### config.mk
export PLATFORM = sky130hd
export DESIGN_NAME = rr3_grant_sched
export DESIGN_NICKNAME = d
export VERILOG_FILES = /design/src/rtl/rr3_grant_sched.sv
export SDC_FILE = /design/constraint.sdc
export NUM_CORES = 1
export LEC_CHECK = 0
export CAP_MARGIN = 20
export CORE_MARGIN = 3
export CORE_UTILIZATION = 51
export CTS_CLUSTER_DIAMETER = 60
export DETAILED_ROUTE_END_ITERATION = 8
export GPL_ROUTABILITY_DRIVEN = 0
export PLACE_DENSITY = 0.83
export SYNTH_ARGS = -nofsm -noshare
export SYNTH_HDL_FRONTEND = slang
export SYNTH_SLANG_ARGS = --single-unit
export TNS_END_PERCENT = 10
### constraint.sdc
create_clock -name clk -period 2.12 [get_ports clk]
set_input_delay 0.318 -clock clk [delete_from_list [all_inputs] [get_ports clk]]
set_output_delay 0.318 -clock clk [all_outputs]
set_load 0.02 [all_outputs]
### src/rtl/rr3_grant_sched.sv
// Three-way round-robin grant scheduler with a bounded hold time.
// One-hot registered grants; an owner holding past MAX_HOLD cycles is revoked.
module rr3_grant_sched #(
  parameter int unsigned MAX_HOLD = 8,
  parameter int unsigned CNT_W    = 8
) (
  input  logic       clk,
  input  logic       reset_n,
  input  logic       en,
  input  logic [2:0] req,
  // "release" is a reserved word in SystemVerilog, hence the short name.
  input  logic       rel,
  output logic [2:0] gnt,
  output logic       gnt_valid,
  output logic [1:0] gnt_id,
  output logic [1:0] ptr,
  output logic       revoked
);

  localparam logic [0:0] StIdle  = 1'b0;
  localparam logic [0:0] StGrant = 1'b1;

  localparam logic [CNT_W-1:0] HoldLast = CNT_W'(MAX_HOLD - 1);

  logic [0:0]       state_q, state_d;
  logic [CNT_W-1:0] cnt_q, cnt_d;
  logic [2:0]       gnt_q, gnt_d;
  logic             gnt_valid_q, gnt_valid_d;
  logic [1:0]       gnt_id_q, gnt_id_d;
  logic [1:0]       ptr_q, ptr_d;
  logic             revoked_q, revoked_d;

  logic [1:0] prio0, prio1, prio2;
  logic [1:0] winner;
  logic       any_req;
  logic       owner_req;

  function automatic logic [1:0] inc3(input logic [1:0] v);
    inc3 = (v == 2'd2) ? 2'd0 : v + 2'd1;
  endfunction

  // A corrupted pointer value of 3 arbitrates as if it were 0.
  always_comb begin
    prio0   = (ptr_q == 2'd3) ? 2'd0 : ptr_q;
    prio1   = inc3(prio0);
    prio2   = inc3(prio1);
    any_req = |req;
    if (req[prio0]) begin
      winner = prio0;
    end else if (req[prio1]) begin
      winner = prio1;
    end else begin
      winner = prio2;
    end
  end

  always_comb begin
    owner_req = 1'b0;
    unique case (gnt_id_q)
      2'd0:    owner_req = req[0];
      2'd1:    owner_req = req[1];
      2'd2:    owner_req = req[2];
      default: owner_req = 1'b0;
    endcase
  end

  always_comb begin
    state_d     = state_q;
    cnt_d       = cnt_q;
    gnt_d       = gnt_q;
    gnt_valid_d = gnt_valid_q;
    gnt_id_d    = gnt_id_q;
    ptr_d       = ptr_q;
    revoked_d   = 1'b0;

    unique case (state_q)
      StIdle: begin
        if (en && any_req) begin
          state_d     = StGrant;
          gnt_d       = 3'b001 << winner;
          gnt_valid_d = 1'b1;
          gnt_id_d    = winner;
          ptr_d       = inc3(winner);
          cnt_d       = '0;
        end
      end
      StGrant: begin
        if (rel || !owner_req) begin
          state_d     = StIdle;
          gnt_d       = 3'b000;
          gnt_valid_d = 1'b0;
          gnt_id_d    = 2'd0;
          cnt_d       = '0;
        end else if (cnt_q == HoldLast) begin
          state_d     = StIdle;
          gnt_d       = 3'b000;
          gnt_valid_d = 1'b0;
          gnt_id_d    = 2'd0;
          cnt_d       = '0;
          revoked_d   = 1'b1;
        end else begin
          cnt_d = cnt_q + CNT_W'(1);
        end
      end
      default: begin
        state_d     = StIdle;
        gnt_d       = 3'b000;
        gnt_valid_d = 1'b0;
        gnt_id_d    = 2'd0;
        cnt_d       = '0;
      end
    endcase
  end

  always_ff @(posedge clk or negedge reset_n) begin
    if (!reset_n) begin
      state_q     <= StIdle;
      cnt_q       <= '0;
      gnt_q       <= 3'b000;
      gnt_valid_q <= 1'b0;
      gnt_id_q    <= 2'd0;
      ptr_q       <= 2'd0;
      revoked_q   <= 1'b0;
    end else begin
      state_q     <= state_d;
      cnt_q       <= cnt_d;
      gnt_q       <= gnt_d;
      gnt_valid_q <= gnt_valid_d;
      gnt_id_q    <= gnt_id_d;
      ptr_q       <= ptr_d;
      revoked_q   <= revoked_d;
    end
  end

  assign gnt       = gnt_q;
  assign gnt_valid = gnt_valid_q;
  assign gnt_id    = gnt_id_q;
  assign ptr       = ptr_q;
  assign revoked   = revoked_q;

endmodule

==> results of run 1 <==
## critical path, stage by stage (launching register included)
cell and delay, ns:
sky130_fd_sc_hd__dfrtp_1 0.44, sky130_fd_sc_hd__nor4_1 0.32, sky130_fd_sc_hd__nand3_1 0.17, sky130_fd_sc_hd__nor3b_4 0.18, sky130_fd_sc_hd__buf_4 0.15, sky130_fd_sc_hd__or2_2 0.34
sky130_fd_sc_hd__a22o_1 0.24
## area by class of cell
cell class              instances  area, µm²  share of cell area (%)
repair buffers                 24        218                    17.3
flip-flops and latches         18        450                    35.9
well taps                      25       31.3                    2.49
multi-input cells              77        500                    39.9
clock buffers                   4       36.3                    2.89
inverters                       5       18.8                    1.50
## how the worst max path moves through the flow
stage / slack (ns) / start / end
after floorplan: 0.19 / gnt_id[1]$_DFFE_PN0P_ / cnt_q[6]$_DFFE_PN0P_
after global placement: -0.02 / req[0] / cnt_q[6]$_DFFE_PN0P_
after global routing: 0.08 / cnt_q[4]$_DFFE_PN0P_ / gnt[0]$_DFFE_PN0P_
final: 0.17 / cnt_q[3]$_DFFE_PN0P_ / gnt[2]$_DFFE_PN0P_
after detailed placement: -0.09 / req[0] / cnt_q[6]$_DFFE_PN0P_
after CTS: 0.17 / cnt_q[3]$_DFFE_PN0P_ / gnt[0]$_DFFE_PN0P_
## synthesized netlist by cell type
library cell	number	area [µm²]
sky130_fd_sc_hd__or4_4	1	11.3
sky130_fd_sc_hd__nor2b_1	4	25.0
sky130_fd_sc_hd__inv_1	5	18.8
sky130_fd_sc_hd__o2bb2ai_1	1	8.76
sky130_fd_sc_hd__nor3_1	3	15.0
sky130_fd_sc_hd__a21boi_0	1	7.51
sky130_fd_sc_hd__dfrtp_1	18	450
sky130_fd_sc_hd__nor4_1	1	6.26
sky130_fd_sc_hd__and3_1	1	6.26
sky130_fd_sc_hd__xnor2_1	1	8.76
sky130_fd_sc_hd__a22o_1	3	26.3
sky130_fd_sc_hd__a21o_1	1	7.51
sky130_fd_sc_hd__o21ai_0	11	55.1
sky130_fd_sc_hd__nor3b_4	1	18.8
sky130_fd_sc_hd__nor2_1	8	30.0
sky130_fd_sc_hd__nand2b_1	2	12.5
sky130_fd_sc_hd__a21oi_1	3	15.0
sky130_fd_sc_hd__o31ai_1	3	22.5
sky130_fd_sc_hd__o22a_1	1	8.76
sky130_fd_sc_hd__ha_1	5	62.6
sky130_fd_sc_hd__xor2_1	2	17.5
sky130_fd_sc_hd__or4b_1	1	10.0
sky130_fd_sc_hd__mux2i_1	3	30.0
sky130_fd_sc_hd__nand2_1	11	41.3
sky130_fd_sc_hd__a22o_2	1	10.0
sky130_fd_sc_hd__and2_1	2	12.5
sky130_fd_sc_hd__clkbuf_1	2	7.51
sky130_fd_sc_hd__or2_2	1	6.26
sky130_fd_sc_hd__nand3_1	5	25.0
## through the flow
step	TNS [ns]	area, µm²
detailed placement	-0.0899	1220
finish	0	1250
global route	0	1250
floorplan	0	977
CTS	0	1250
global placement	-0.0229	1220
## cells by family after synthesis
group / Yosys count / share of synthesized area, %
simple gates: 41 / 22.5
buf+inv: 7 / 2.69
mux: 3 / 3.07
compound gates: 25 / 16.5
flops: 18 / 46.1
xor+xnor: 3 / 2.69
fa+ha+maj: 5 / 6.40
## sequential cells by signal (all words and copies together), names as in the netlist
name and cells:
cnt_q 8, state_q 1, gnt_valid 1, gnt 3, revoked 1, gnt_id 2
ptr 2
## per-layer routing
| metal | vias up | global-route usage, % |
|---|---|---|
| met5 | - | 0 |
| met4 | 0 | 5.53 |
| met3 | 2 | 3.32 |
| met2 | 11 | 34.1 |
| met1 | 403 | 22.0 |
| li1 | 410 | - |
## power groups by stage
stage	Sequential [mW]	Combinational [mW]	Clock, mW
6_report	0.487	0.651	0.207
5_1_grt	0.498	0.714	0.230
4_1_cts	0.486	0.653	0.216
3_5_place_dp	0.492	0.646	0
3_3_place_gp	0.492	0.627	0
2_1_floorplan	0.552	0.320	0
==> impl_metrics.json, run 1 <==
{
  "status": "complete, no violations",
  "drc_violation_total_after_the_first_tritonroute_iteration": 10,
  "ff2ff_setup_slack_ns": 0.17,
  "hold_path_class": "primary input to asynchronous set/reset pin",
  "cts_hold_buf": 0,
  "cp-end-kind": "flip-flop",
  "die_w_um": 49.8,
  "antenna-diode-count": 0,
  "avgSynthCellArea_um2": 9.58,
  "worst_clock_skew_ns": 0.00301,
  "synthCells": 102,
  "grt_pass1_vias": 863,
  "net-switching-power_mw": 0.520,
  "grt_start_max_net_pins": 19,
  "synthesis.yosys.warnings": 0,
  "layout_commonest_cell": "sky130_fd_sc_hd__dfrtp_1",
  "final.setup.worst_slack_ns": 0.174,
  "post_cts_resize_count": 0,
  "reg_to_reg_end": "gnt[2]$_DFFE_PN0P_",
  "fin_crit_sh_pct": 91.8,
  "layoutNonFillerInstCount": 153,
  "switching_share_pct": 38.7,
  "power_report.internal_total_mw": 0.825,
  "final_layout_size_suffix_gt1_share_pct": 13.3,
  "setup.worst_path.start_class": "flip-flop",
  "cts_post_setup_buffers_inserted": 0,
  "clock_insertion_delay_worst_skew_ns": 0.29,
  "unrepaired_setup_endpoints_after_global_routing": "false",
  "fin_util_pct": 71.1,
  "post-route-drc-count": 0,
  "via_per_inst": 5.40,
  "clkSlewWorstSetupHoldPaths_ns": 0.10,
  "detailroute.wirelength.met2_mm": 1.06,
  "arrival_ns": 2.13,
  "clock-root-buffer": "sky130_fd_sc_hd__clkbuf_4",
  "r2r_start": "cnt_q[3]$_DFFE_PN0P_",
  "layout.cells.most_common_list": "18 x sky130_fd_sc_hd__dfrtp_1, 15 x sky130_fd_sc_hd__clkdlybuf4s50_1, 11 x sky130_fd_sc_hd__nand2_1, 11 x sky130_fd_sc_hd__o21ai_0, 9 x sky130_fd_sc_hd__buf_4",
  "wire_length_of_the_first_global_routing_pass_mm": 3.59,
  "initial_antenna_violation_count": 0,
  "tightest_slew_ns": 0.422,
  "drv_slew": 0,
  "ys_ff_latch": 18,
  "cts_tree": "built",
  "drv.max_cap_violation_count": 0,
  "critPathKind": "flip-flop to flip-flop",
  "vdd_drop_max_v": 0.000809,
  "fin_nets": 141,
  "part_of_the_power_in_the_clock_network_pct": 15.4,
  "num_vias": 826,
  "placement_rows": 15,
  "port_buffers": 15,
  "total_power_mw": 1.34,
  "dp.cells": 149,
  "timing_hold_violations_final": 0,
  "clk_path_buf_depth": 2,
  "design.die.area_um2": 2480,
  "route.top_layer_used": "met4",
  "h-tree-depth": 1,
  "combinationalPowerShare_pct": 48.4,
  "core-area_um2": 1760,
  "overflow": 0,
  "filler_cell_count": 146,
  "syn-cell-area_um2": 977,
  "num_io_pins": 16,
  "1st_pass_router_iterations": 4,
  "m1WireLength_um": 956,
  "power_per_cell_area_nw_per_um2": 1070,
  "ff2ff_path_depth": 6,
  "cp.required_ns": 2.30,
  "seq_area_frac_synth_pct": 46.1,
  "fp.dieH_um": 49.8,
  "globalRouteTotalUtil_pct": 18.7,
  "post_place_setup_slack_ns": -0.0899,
  "final_period_minus_worst_setup_slack_ns": 1.95,
  "wl_per_cell_um": 13.6,
  "post_synth_num_cell_types": 29,
  "cellLeakagePower_nw": 0.574,
  "synthesis.nets": 114,
  "seq_power_share_pct": 36.2,
  "met3WireLength_um": 61,
  "detail_route.wirelength_mm": 2.08,
  "slew_headroom_pct": 71.6,
  "maxClockFrequency_mhz": 514,
  "hold_slack_ns": 0.354,
  "crit_fanout": 6,
  "layout-area-overhead-vs-synth_pct": 28.4,
  "clkSinkCount": 18,
  "finalSetupViolCount": 0,
  "detailedPlacementHpwl_mm": 1.62,
  "tritoncts.num_buffers": 3,
  "initial_utilization_pct": 55.4,
  "ant_nets": 0
}
Note: power is estimated with default switching activity, not from simulation.
==> inputs of run 2 (changes only) <==
==> constraint.sdc (replaced) <==
create_clock -name clk -period 2.12 [get_ports clk]
set_input_delay 0.212 -clock clk [delete_from_list [all_inputs] [get_ports clk]]
set_output_delay 0.212 -clock clk [all_outputs]
set_load 0.02 [all_outputs]
==> impl_metrics.json, run 2 (same netlist as run 1, synthesis figures left out) <==
{
  "status": "complete, no violations",
  "largest_reg_flops": 8,
  "h-tree-depth": 1,
  "worst-path-buf-inv": 1,
  "final_period_minus_worst_setup_slack_ns": 1.93,
  "detailedPlacementHpwl_mm": 1.56,
  "clkSlewWorstSetupHoldPaths_ns": 0.10,
  "clkSinkCount": 18,
  "fin_nets": 138,
  "critPathKind": "flip-flop to flip-flop",
  "crit_cells": 7,
  "layout.cells.most_common_list": "18 x sky130_fd_sc_hd__dfrtp_1, 15 x sky130_fd_sc_hd__clkdlybuf4s50_1, 11 x sky130_fd_sc_hd__nand2_1, 11 x sky130_fd_sc_hd__o21ai_0, 8 x sky130_fd_sc_hd__nor2_1",
  "fin_crit_sh_pct": 91.2,
  "ff2ff_setup_slack_ns": 0.19,
  "1st_pass_router_iterations": 4,
  "wire_length_of_the_first_global_routing_pass_mm": 3.70,
  "drc_violation_total_after_the_first_tritonroute_iteration": 14,
  "net-switching-power_mw": 0.528,
  "arrival_ns": 2.12,
  "seq_power_share_pct": 36.4,
  "setup.worst_path.start_class": "flip-flop",
  "post_place_setup_slack_ns": 0.00490,
  "clock_insertion_delay_worst_skew_ns": 0.28,
  "filler_cell_count": 155,
  "tightest_slew_ns": 0.436,
  "placement_rows": 15,
  "final_layout_size_suffix_gt1_share_pct": 11.2,
  "total_power_mw": 1.34,
  "reg_to_reg_end": "gnt[0]$_DFFE_PN0P_",
  "clk_path_buf_depth": 2,
  "die_w_um": 49.8,
  "ant_nets": 0,
  "power_per_cell_area_nw_per_um2": 1090,
  "unrepaired_setup_endpoints_after_global_routing": "false",
  "finish.instance_area_um2": 1230,
  "post-route-drc-count": 0,
  "num_vias": 828,
  "wl_per_cell_um": 14.0,
  "maxClockFrequency_mhz": 517,
  "cts_hold_buf": 0,
  "placement.cell_area_um2": 1200,
  "cp-end-kind": "flip-flop",
  "tritoncts.num_buffers": 3,
  "timing.setup.tns_ns": 0,
  "initial_utilization_pct": 55.4,
  "design.die.area_um2": 2480,
  "post_cts_resize_count": 0,
  "cts_tree": "built",
  "cellLeakagePower_nw": 0.560,
  "hold_slack_ns": 0.238,
  "final.setup.worst_slack_ns": 0.187,
  "grt_pass1_vias": 884,
  "via_per_inst": 5.52,
  "power_report.internal_total_mw": 0.813,
  "part_of_the_power_in_the_clock_network_pct": 15.5,
  "crit_fanout": 6,
  "drv.max_cap_violation_count": 0,
  "num_io_pins": 16,
  "combinationalPowerShare_pct": 48.0,
  "timing.critical_path.cells": "ha_1 -> and2_1 -> nand3_1 -> nor3b_4 -> buf_4 -> or2_2 -> a22o_1",
  "timing.critical_path.from": "cnt_q[0]$_DFFE_PN0P_",
  "r2r_start": "cnt_q[0]$_DFFE_PN0P_",
  "setup.worst_path.end": "gnt[0]$_DFFE_PN0P_",
  "cts_post_setup_buffers_inserted": 0,
  "ff2ff_path_depth": 7,
  "overflow": 0,
  "switching_share_pct": 39.4,
  "slew_headroom_pct": 70.6,
  "detail_route.wirelength_mm": 2.10,
  "worst_clock_skew_ns": 0.00188,
  "drv_slew": 0,
  "layout_commonest_cell": "sky130_fd_sc_hd__dfrtp_1",
  "layout-area-overhead-vs-synth_pct": 26.1,
  "most_flops_register": "cnt_q",
  "antenna-diode-count": 0,
  "vdd_drop_max_v": 0.000760,
  "path_delay_family": "simple AND/OR/NAND/NOR gates",
  "port_buffers": 15,
  "hold_path_class": "primary input to asynchronous set/reset pin",
  "timing_hold_violations_final": 0,
  "globalRouteTotalUtil_pct": 19.1,
  "initial_antenna_violation_count": 0,
  "worst_path_max_delay_cell": "sky130_fd_sc_hd__dfrtp_1",
  "grt_start_max_net_pins": 19,
  "finalSetupViolCount": 0,
  "clock-root-buffer": "sky130_fd_sc_hd__clkbuf_4",
  "fp.dieH_um": 49.8,
  "core-area_um2": 1760,
  "cp.required_ns": 2.30,
  "critical_path.max_stage_delay_ns": 0.42
}
[run 2: power by group through the flow]
stage,sequential [mW],clock [mW],combinational [mW]
3_3_place_gp,0.491,0,0.612
6_report,0.489,0.208,0.644
5_1_grt,0.502,0.236,0.707
3_5_place_dp,0.493,0,0.629
4_1_cts,0.488,0.215,0.648
2_1_floorplan,0.552,0,0.320
[run 2: layout make-up]
cell class / instances / area, µm² / share of cell area, %
Clock buffer: 4 / 36.3 / 2.94
Tap cell: 25 / 31.3 / 2.54
Inverter: 5 / 18.8 / 1.52
Timing Repair Buffer: 21 / 195 / 15.8
Multi-Input combinational cell: 77 / 500 / 40.6
Sequential cell: 18 / 450 / 36.5
[run 2: metrics by stage]
| step | util (%) | cells |
|---|---|---|
| CTS | 69.9 | 150 |
| global route | 69.9 | 150 |
| detailed placement | 67.8 | 146 |
| finish | 69.9 | 150 |
| floorplan | - | 102 |
| global placement | 67.8 | 146 |
[run 2: worst min path at each step]
stage	start	endpoint
floorplan	reset_n	cnt_q[0]$_DFFE_PN0P_
global placement	gnt[0]$_DFFE_PN0P_	gnt[0]$_DFFE_PN0P_
detailed placement	gnt[0]$_DFFE_PN0P_	gnt[0]$_DFFE_PN0P_
CTS	reset_n	revoked$_DFF_PN0_
global route	reset_n	cnt_q[5]$_DFFE_PN0P_
finish	reset_n	revoked$_DFF_PN0_
[run 2: per-layer routing]
metal | up-vias | GRT usage [%] | part of all wire (%)
met5 | - | 0 | 0
met3 | 4 | 5.74 | 5.6
met2 | 26 | 31.7 | 51
met1 | 388 | 22.9 | 42
li1 | 410 | - | -
met4 | 0 | 7.83 | 1.3
==> inputs of run 3 (changes only) <==
- CTS_CLUSTER_DIAMETER: 60 -> 40
- SETUP_SLACK_MARGIN: default -> 0.4
==> impl_metrics.json, run 3 (same netlist as run 1, synthesis figures left out) <==
{
  "clk_path_buf_depth": 2,
  "drv.max_cap_violation_count": 0,
  "post-route-drc-count": 0,
  "layout.cells.most_common_list": "15 x sky130_fd_sc_hd__dfrtp_1, 15 x sky130_fd_sc_hd__clkdlybuf4s50_1, 14 x sky130_fd_sc_hd__buf_4, 11 x sky130_fd_sc_hd__nand2_1, 9 x sky130_fd_sc_hd__o21ai_0",
  "initial_utilization_pct": 55.4,
  "cts_tree": "built",
  "maxClockFrequency_mhz": 540,
  "fp.dieH_um": 49.8,
  "placement_rows": 15,
  "h-tree-depth": 1,
  "drc_violation_total_after_the_first_tritonroute_iteration": 24,
  "placement.cell_area_um2": 1210,
  "detail_route.wirelength_mm": 2.27,
  "cp-end-kind": "flip-flop",
  "most_flops_register": "cnt_q",
  "fin_nets": 146,
  "clock-root-buffer": "sky130_fd_sc_hd__clkbuf_4",
  "combinationalPowerShare_pct": 51.3,
  "worst_clock_skew_ns": 0.0121,
  "finish.instance_area_um2": 1320,
  "finalSetupViolCount": 0,
  "detailedPlacementHpwl_mm": 1.61,
  "cellLeakagePower_nw": 0.598,
  "unrepaired_setup_endpoints_after_global_routing": "true",
  "core-area_um2": 1760,
  "wire_length_of_the_first_global_routing_pass_mm": 3.78,
  "seq_power_share_pct": 34.3,
  "largest_reg_flops": 8,
  "port_buffers": 15,
  "crit_fanout": 4,
  "via_per_inst": 5.45,
  "power_report.internal_total_mw": 0.871,
  "final_layout_size_suffix_gt1_share_pct": 24.8,
  "net-switching-power_mw": 0.553,
  "clkSinkCount": 18,
  "die_w_um": 49.8,
  "clkSlewWorstSetupHoldPaths_ns": 0.11,
  "tritoncts.num_buffers": 3,
  "num_vias": 861,
  "slew_headroom_pct": 71.3,
  "fin_crit_sh_pct": 87.3,
  "critPathKind": "flip-flop to flip-flop",
  "hold_slack_ns": 0.254,
  "antenna-diode-count": 0,
  "overflow": 0,
  "initial_antenna_violation_count": 0,
  "part_of_the_power_in_the_clock_network_pct": 14.4,
  "1st_pass_router_iterations": 6,
  "switching_share_pct": 38.8,
  "grt_start_max_net_pins": 19,
  "cts_hold_buf": 0,
  "design.die.area_um2": 2480,
  "final_period_minus_worst_setup_slack_ns": 1.85,
  "arrival_ns": 2.06,
  "power_per_cell_area_nw_per_um2": 1080,
  "layout-area-overhead-vs-synth_pct": 35.5,
  "wl_per_cell_um": 14.4,
  "timing.setup.tns_ns": 0,
  "fin_util_pct": 75.0,
  "timing_hold_violations_final": 0,
  "vdd_drop_max_v": 0.000812,
  "setup.worst_path.start_class": "flip-flop",
  "cp.required_ns": 2.33,
  "clock_insertion_delay_worst_skew_ns": 0.29,
  "grt_pass1_vias": 882,
  "tightest_slew_ns": 0.427,
  "status": "complete, no violations",
  "filler_cell_count": 136,
  "hold_path_class": "primary input to asynchronous set/reset pin",
  "ant_nets": 0,
  "num_io_pins": 16,
  "drv_slew": 0,
  "globalRouteTotalUtil_pct": 19.6
}
==> run 3: cell types whose count changed in the layout (fill, tap and decap cells not counted), moves of 2 or more <==
| cell | change |
|---|---|
| sky130_fd_sc_hd__o21ai_2 | +2 |
| sky130_fd_sc_hd__o21ai_0 | -2 |
| sky130_fd_sc_hd__ha_2 | +2 |
| sky130_fd_sc_hd__buf_4 | +8 |
| sky130_fd_sc_hd__ha_1 | -2 |
| sky130_fd_sc_hd__dfrtp_1 | -3 |
| sky130_fd_sc_hd__dfrtp_2 | +3 |
==> run 3: metal layers <==
metal | part of all wire, % | global-route usage (%) | vias to the layer above
met5 | 0 | 0 | -
met4 | 0.53 | 2.76 | 0
met3 | 3.2 | 5.74 | 2
met2 | 51 | 33.3 | 17
met1 | 45 | 25.1 | 422
li1 | - | - | 420
==> run 3: worst paths after layout <==
path | startpoint | end | slack [ns] | depth (start not counted)
setup / recovery | gnt_id[1]$_DFFE_PN0P_ | cnt_q[6]$_DFFE_PN0P_ | 0.27 | 5
min in group clk | gnt[2]$_DFFE_PN0P_ | gnt[2]$_DFFE_PN0P_ | 0.52 | 1
hold / removal | reset_n | revoked$_DFF_PN0_ | 0.25 | 2
max in group asynchronous | reset_n | gnt_id[1]$_DFFE_PN0P_ | 1.64 | 2
setup reg to reg | gnt_id[1]$_DFFE_PN0P_ | cnt_q[6]$_DFFE_PN0P_ | 0.27 | 5
hold reg to reg | gnt[2]$_DFFE_PN0P_ | gnt[2]$_DFFE_PN0P_ | 0.52 | 1
==> run 3: critical path, stage by stage (launching register included) <==
cell                      delay [ns]
sky130_fd_sc_hd__dfrtp_2        0.44
sky130_fd_sc_hd__nor2b_1        0.13
sky130_fd_sc_hd__or4_4          0.46
sky130_fd_sc_hd__nor3b_4        0.21
sky130_fd_sc_hd__or4b_1         0.45
sky130_fd_sc_hd__o21ai_0        0.10
==> run 3: metrics by stage <==
step | total power [mW] | worst slack [ns] | instances
after global placement | 1.12 | 0.0838 | 147
after CTS | 1.37 | 0.265 | 157
final | 1.42 | 0.269 | 158
after detailed placement | 1.13 | -0.00992 | 147
after global routing | 1.52 | 0.224 | 158
after floorplan | 0.875 | 0.245 | 102
==> run 3: power groups by stage <==
stage | Sequential [mW] | Clock, mW | Combinational [mW]
CTS | 0.483 | 0.210 | 0.680
global route | 0.496 | 0.230 | 0.798
finish | 0.488 | 0.205 | 0.731
detailed placement | 0.495 | 0 | 0.635
floorplan | 0.556 | 0 | 0.319
global placement | 0.493 | 0 | 0.624
==> run 3: timing repair <==
item | CTS | global route
cloned | 0 | 0
pin swaps | 1 | 1
setup endpoints to repair | 8 | 9
resized for setup | 2 | 10
setup buffers | 6 | 1
endpoints found under the hold margin | 0 | 0
==> run 3: cell type report <==
class	count	area, µm²	share of cell area [%]
repair buffers	29	255	19.3
well taps	25	31.3	2.36
multi-input cells	77	528	39.9
inverters	5	18.8	1.42
flip-flops and latches	18	454	34.3
clock buffers	4	36.3	2.74
==> RTL edit 1: new RTL, config.mk and constraints of run 3 <==
Make the reset (`reset_n`) synchronous in one clocked block.
--- a/src/rtl/rr3_grant_sched.sv
+++ b/src/rtl/rr3_grant_sched.sv
@@ -114,3 +114,3 @@
 
-  always_ff @(posedge clk or negedge reset_n) begin
+  always_ff @(posedge clk) begin
     if (!reset_n) begin
Formal check against the unedited RTL: differs if reset_n is asserted again (counterexample within 4 cycles, from zero or initial values and one cycle with reset_n low); with reset_n held inactive, the same outputs for 10 cycles.
==> RTL edit 1 against run 3 <==
  * Synthesized area decreased by 2.8%
  * Setup slack improved by 0.062 ns
  * Routed wire length increased by 5.6%
  * Cell area decreased by 6.1%
  * Non-clock buffer count decreased by 7
  * Die area decreased by 2.5%
  * Sequential cell count unchanged
  * Maximum frequency increased by 3.5%
  * Critical endpoint is now gnt[2]$_SDFFE_PN0P_
Power is not compared: it rests on default switching activity, and its combinational part moved more than twofold at a synthesized area within 25%.
==> RTL edit 1: results (changes against run 3) <==
** Worst setup path
- Tracing the worst setup path back leads to its startpoint at cnt_q[3]$_SDFFE_PN0P_.
- The slack of the worst reg-to-reg path is 0.33 ns (+0.06 ns).
- Cell family contributing the most delay on the critical path :: simple AND/OR/NAND/NOR gates
- Critical register-to-register path endpoint :: gnt[2]$_SDFFE_PN0P_
- Delay of the slowest cell on the worst path :: 0.55 ns (+0.09 ns)
- Worst reg-to-reg path cell count :: 6 (+1)
- The largest fanout on the critical path came to 3 (-1).

** Route
- Total routed wirelength :: 2400 um (+5.6%)
- Count of routing violations after the opening detailed-route iteration :: 32 (+33%)
- Wirelength per Cell :: 15.0 um (+4.3%)
- Detail-routed via count per cell :: 5.78 (+6.0%)
- TritonRoute pass-1 iters :: 4 (-2)

** Yosys
- Unique masters post-synth :: 35 (+21%)
- Synth Instances :: 112 (+9.8%)
- The number of nets produced by synthesis came to 124 (+8.8%).
- Sorting the synthesized cells by area gives the leading types as sky130_fd_sc_hd__dfxtp_1 (38%), sky130_fd_sc_hd__ha_1 (6.6%), sky130_fd_sc_hd__o21ai_0 (4.7%), sky130_fd_sc_hd__nand2_1 (4.0%), sky130_fd_sc_hd__nor2b_1 (4.0%).
- Cell types with the highest counts after synthesis :: sky130_fd_sc_hd__dfxtp_1 (18), sky130_fd_sc_hd__nand2_1 (10), sky130_fd_sc_hd__inv_1 (9), sky130_fd_sc_hd__o21ai_0 (9), sky130_fd_sc_hd__nor2_1 (7)
- Asr flop ratio synth :: 0 (-1.00)

** CTS
- Clk_lat worst skew :: around 0.28 ns
- The quantity of gates resized following cts was 5 (+3).
- Setup Buffers After CTS :: 3 (-3)

** Global routing
- The number of antenna violations at the first check in global routing is 0 (unchanged).
- The global routing usage summed across all routing layers was 0.204 (+0.00846).
- The number of global-route vias before repair was 855 (-3.1%).
- Maximum number of pins on one net before global-route repair :: 11 (-8)
- The wire length of the first global-routing pass was 3840 um (+1.5%).

** Final layout
- The final net count came to 149 (+2.1%).
- Ratio of cells with drive above 1 in the final layout :: 0.191 (-0.0569)
- The filler cell count came to 114 (-16%).

** Timing
- Clock Skews :: 0.00352 ns (-0.00860 ns)
- The ratio of final minimum period to clock period came to 0.844 (-0.0292).
- Hold slack :: 0.478 ns (+0.224 ns)

** Power
- Switching power total :: 0.237 mW

** Run status
- The run finished with clean final reports.

** Placement
- The detailed-placement wirelength estimate is 1690 um (+4.9%).

** Min path
- In this run the worst hold path is classified as reg2reg.
-- RTL edit 1: routing by layer --
layer | track usage | vias up | routed length [um]
met2 | 0.333 | 40 | 1120
met4 | 0.0474 | 0 | 13
met5 | 0 | - | 0
li1 | - | 447 | -
met1 | 0.271 | 435 | 1100
met3 | 0.0489 | 2 | 167
-- RTL edit 1: logic make-up after synthesis --
kind of cell	after synthesis	share of synthesized area
AO/OA/AOI/OAI	30	0.207
multiplexers	2	0.0211
AND/OR/NAND/NOR	44	0.257
XOR/XNOR	2	0.0184
buffers and inverters	11	0.0514
flip-flops	18	0.379
adder cells (fa/ha/maj)	5	0.0659
-- RTL edit 1: layout make-up --
cell class	count	area (sq um)	share of cell area
multi-input cells	83	574	0.462
flip-flops and latches	18	365	0.294
repair buffers	22	203	0.163
clock buffers	4	36.3	0.0292
inverters	9	33.8	0.0272
well taps	24	30.0	0.0242
==> RTL edit 2: new RTL, config.mk and constraints of run 3 <==
Without the edit above. The parameter `MAX_HOLD` goes from 8 to 6.
--- a/src/rtl/rr3_grant_sched.sv
+++ b/src/rtl/rr3_grant_sched.sv
@@ -3,3 +3,3 @@
 module rr3_grant_sched #(
-  parameter int unsigned MAX_HOLD = 8,
+  parameter int unsigned MAX_HOLD = 6,
   parameter int unsigned CNT_W    = 8
Formal check against the unedited RTL: not equivalent (Yosys sat finds a counterexample within 10 cycles, from zero or initial values and one cycle with reset_n low).
==> RTL edit 2 against run 3 <==
  * Synthesized area rose by 4.4%
  * Total power rose by 10%
  * Setup slack improved by 0.11 ns
  * Sequential power rose by 4.7%
  * Cell area rose by 2.0%
  * Routed wire length rose by 1.9%
  * Sequential cell count did not move
  * Clock power fell by 13%
  * First-iteration DRC count fell by 21%
  * Non-clock buffer count fell by 6
  * Critical endpoint is now gnt[1]$_DFFE_PN0P_
  * Highest routed layer unchanged
==> RTL edit 2: results (changes against run 3) <==
** Placement
- DP Area :: 1230 sq um (+1.8%)
- The worst slack after detailed placement came to 0.307 ns (+0.317 ns).
- Estimated wirelength of the detail-placed design :: 1600 um (-0.84%)

** Worst setup path
- The number of cell instances on the worst register-to-register path is 6 (+1).
- FF-to-FF Start :: ptr[1]$_DFFE_PN0P_
- Cell family contributing the most delay on the critical path :: compound AO/OA/AOI/OAI gates
- Critical-path cell with the highest stage delay :: sky130_fd_sc_hd__dfrtp_2
- In this run the worst setup path terminates at gnt[1]$_DFFE_PN0P_.
- R2R setup slack :: 0.38 ns (+0.11 ns)
- The data arrival time of the worst path came to 1.94 ns (-0.12 ns).
- The largest stage delay on the critical path is 0.44 ns (-0.02 ns).

** Route
- Routed length on met3 :: 109 um (+51%)
- Wire length on met1 :: 1140 um (+10%)
- Count of routing violations after the opening detailed-route iteration :: 19 (-21%)
- The wire length on met2 is 1040 um (-9.9%).
- Wirelength per Cell :: 15.1 um (+5.2%)
- The number of vias per cell after detailed routing was 5.77 (+5.9%).
- TritonRoute pass-1 iters :: 4 (-2)

** Global routing
- The met2 usage in global routing came to 0.304 (-0.0283).
- The wire length of the first global-routing pass was 3860 um (+2.2%).
- Global-route met3 utilization :: 0.0504 (-0.00696)
- The global-route track usage on met1 is 0.269 (+0.0175).
- Via count of the first global-routing pass :: 855 (-3.1%)
- The global routing usage summed across all routing layers is 0.198 (+0.00209).

** Power
- The combinational cell power came to 0.881 mW (+21%).
- Maximum VDD drop :: 1.11 mV (+37%)
- Leakage power figure :: 0.612 nW (+2.4%)
- The total chip power is 1.57 mW (+10%).
- Power dissipated in the clock network :: 0.178 mW (-13%)
- Power Internal :: 0.932 mW (+7.0%)

** Timing
- The ratio of final minimum period to clock period was 0.821 (-0.0524).
- Slew at the pin with the worst max-slew slack :: 0.449 ns (+0.0219 ns)
- Hold slack :: 0.236 ns (-0.0171 ns)
- The setup clock skew after layout came to 0.00527 ns (-0.00685 ns).

** Yosys
- Sequential cell area fraction in the yosys report :: 0.442 (-0.0192)
- Cell types with the highest counts after synthesis :: sky130_fd_sc_hd__dfrtp_1 (18), sky130_fd_sc_hd__nand2_1 (7), sky130_fd_sc_hd__o21ai_0 (7)
- The number of nets produced by synthesis is 115 (+0.88%).
- By area the synthesized netlist is led by sky130_fd_sc_hd__dfrtp_1 (44%), sky130_fd_sc_hd__ha_1 (7.4%), sky130_fd_sc_hd__a21o_1 (3.7%), sky130_fd_sc_hd__a22o_1 (3.4%), sky130_fd_sc_hd__o21ai_0 (3.4%).
- Post-synthesis xor/xnor area fraction :: 0 (-0.0269)
- The area share of fa/ha/maj cells after synthesis was 0.0736 (+0.00960).
- The fraction of the mapped netlist area in compound gates is 0.234 (+0.0692).
- Unique masters post-synth :: 36 (+24%)
- Multiplexer area fraction after synthesis :: 0.00982 (-0.0209)

** CTS
- Number of buffers between clock root and the deepest sink :: 2 (unchanged)

** Final layout
- The filler cell count is 129 (-5.1%).
- The final net count was 142 (-2.7%).
- The area growth from synthesis to layout is 32.4%.

** Run status
- The run finished with clean final reports.
==> RTL edit 2: changes by cell type after synthesis, moves of 3 or more <==
cell / change
sky130_fd_sc_hd__o21ai_0: -4
sky130_fd_sc_hd__nor3b_1: +4
sky130_fd_sc_hd__nand2_1: -4
sky130_fd_sc_hd__a21o_1: +4
sky130_fd_sc_hd__o21ai_2: +3
==> RTL edit 2: what timing repair did <==
| item | in CTS | in global routing |
|---|---|---|
| endpoints found under the setup margin | 4 | 10 |
| pin swaps | 0 | 4 |
| cloned | 0 | 0 |
| resized for setup | 6 | 7 |
| buffers inserted | 2 | 3 |
==> RTL edit 2: final cells by class <==
cell class | instances | area [sq um] | area share
repair buffers | 23 | 214 | 0.158
well taps | 25 | 31.3 | 0.0232
inverters | 6 | 22.5 | 0.0167
flip-flops and latches | 18 | 453 | 0.335
multi-input cells | 77 | 603 | 0.447
clock buffers | 4 | 26.3 | 0.0195
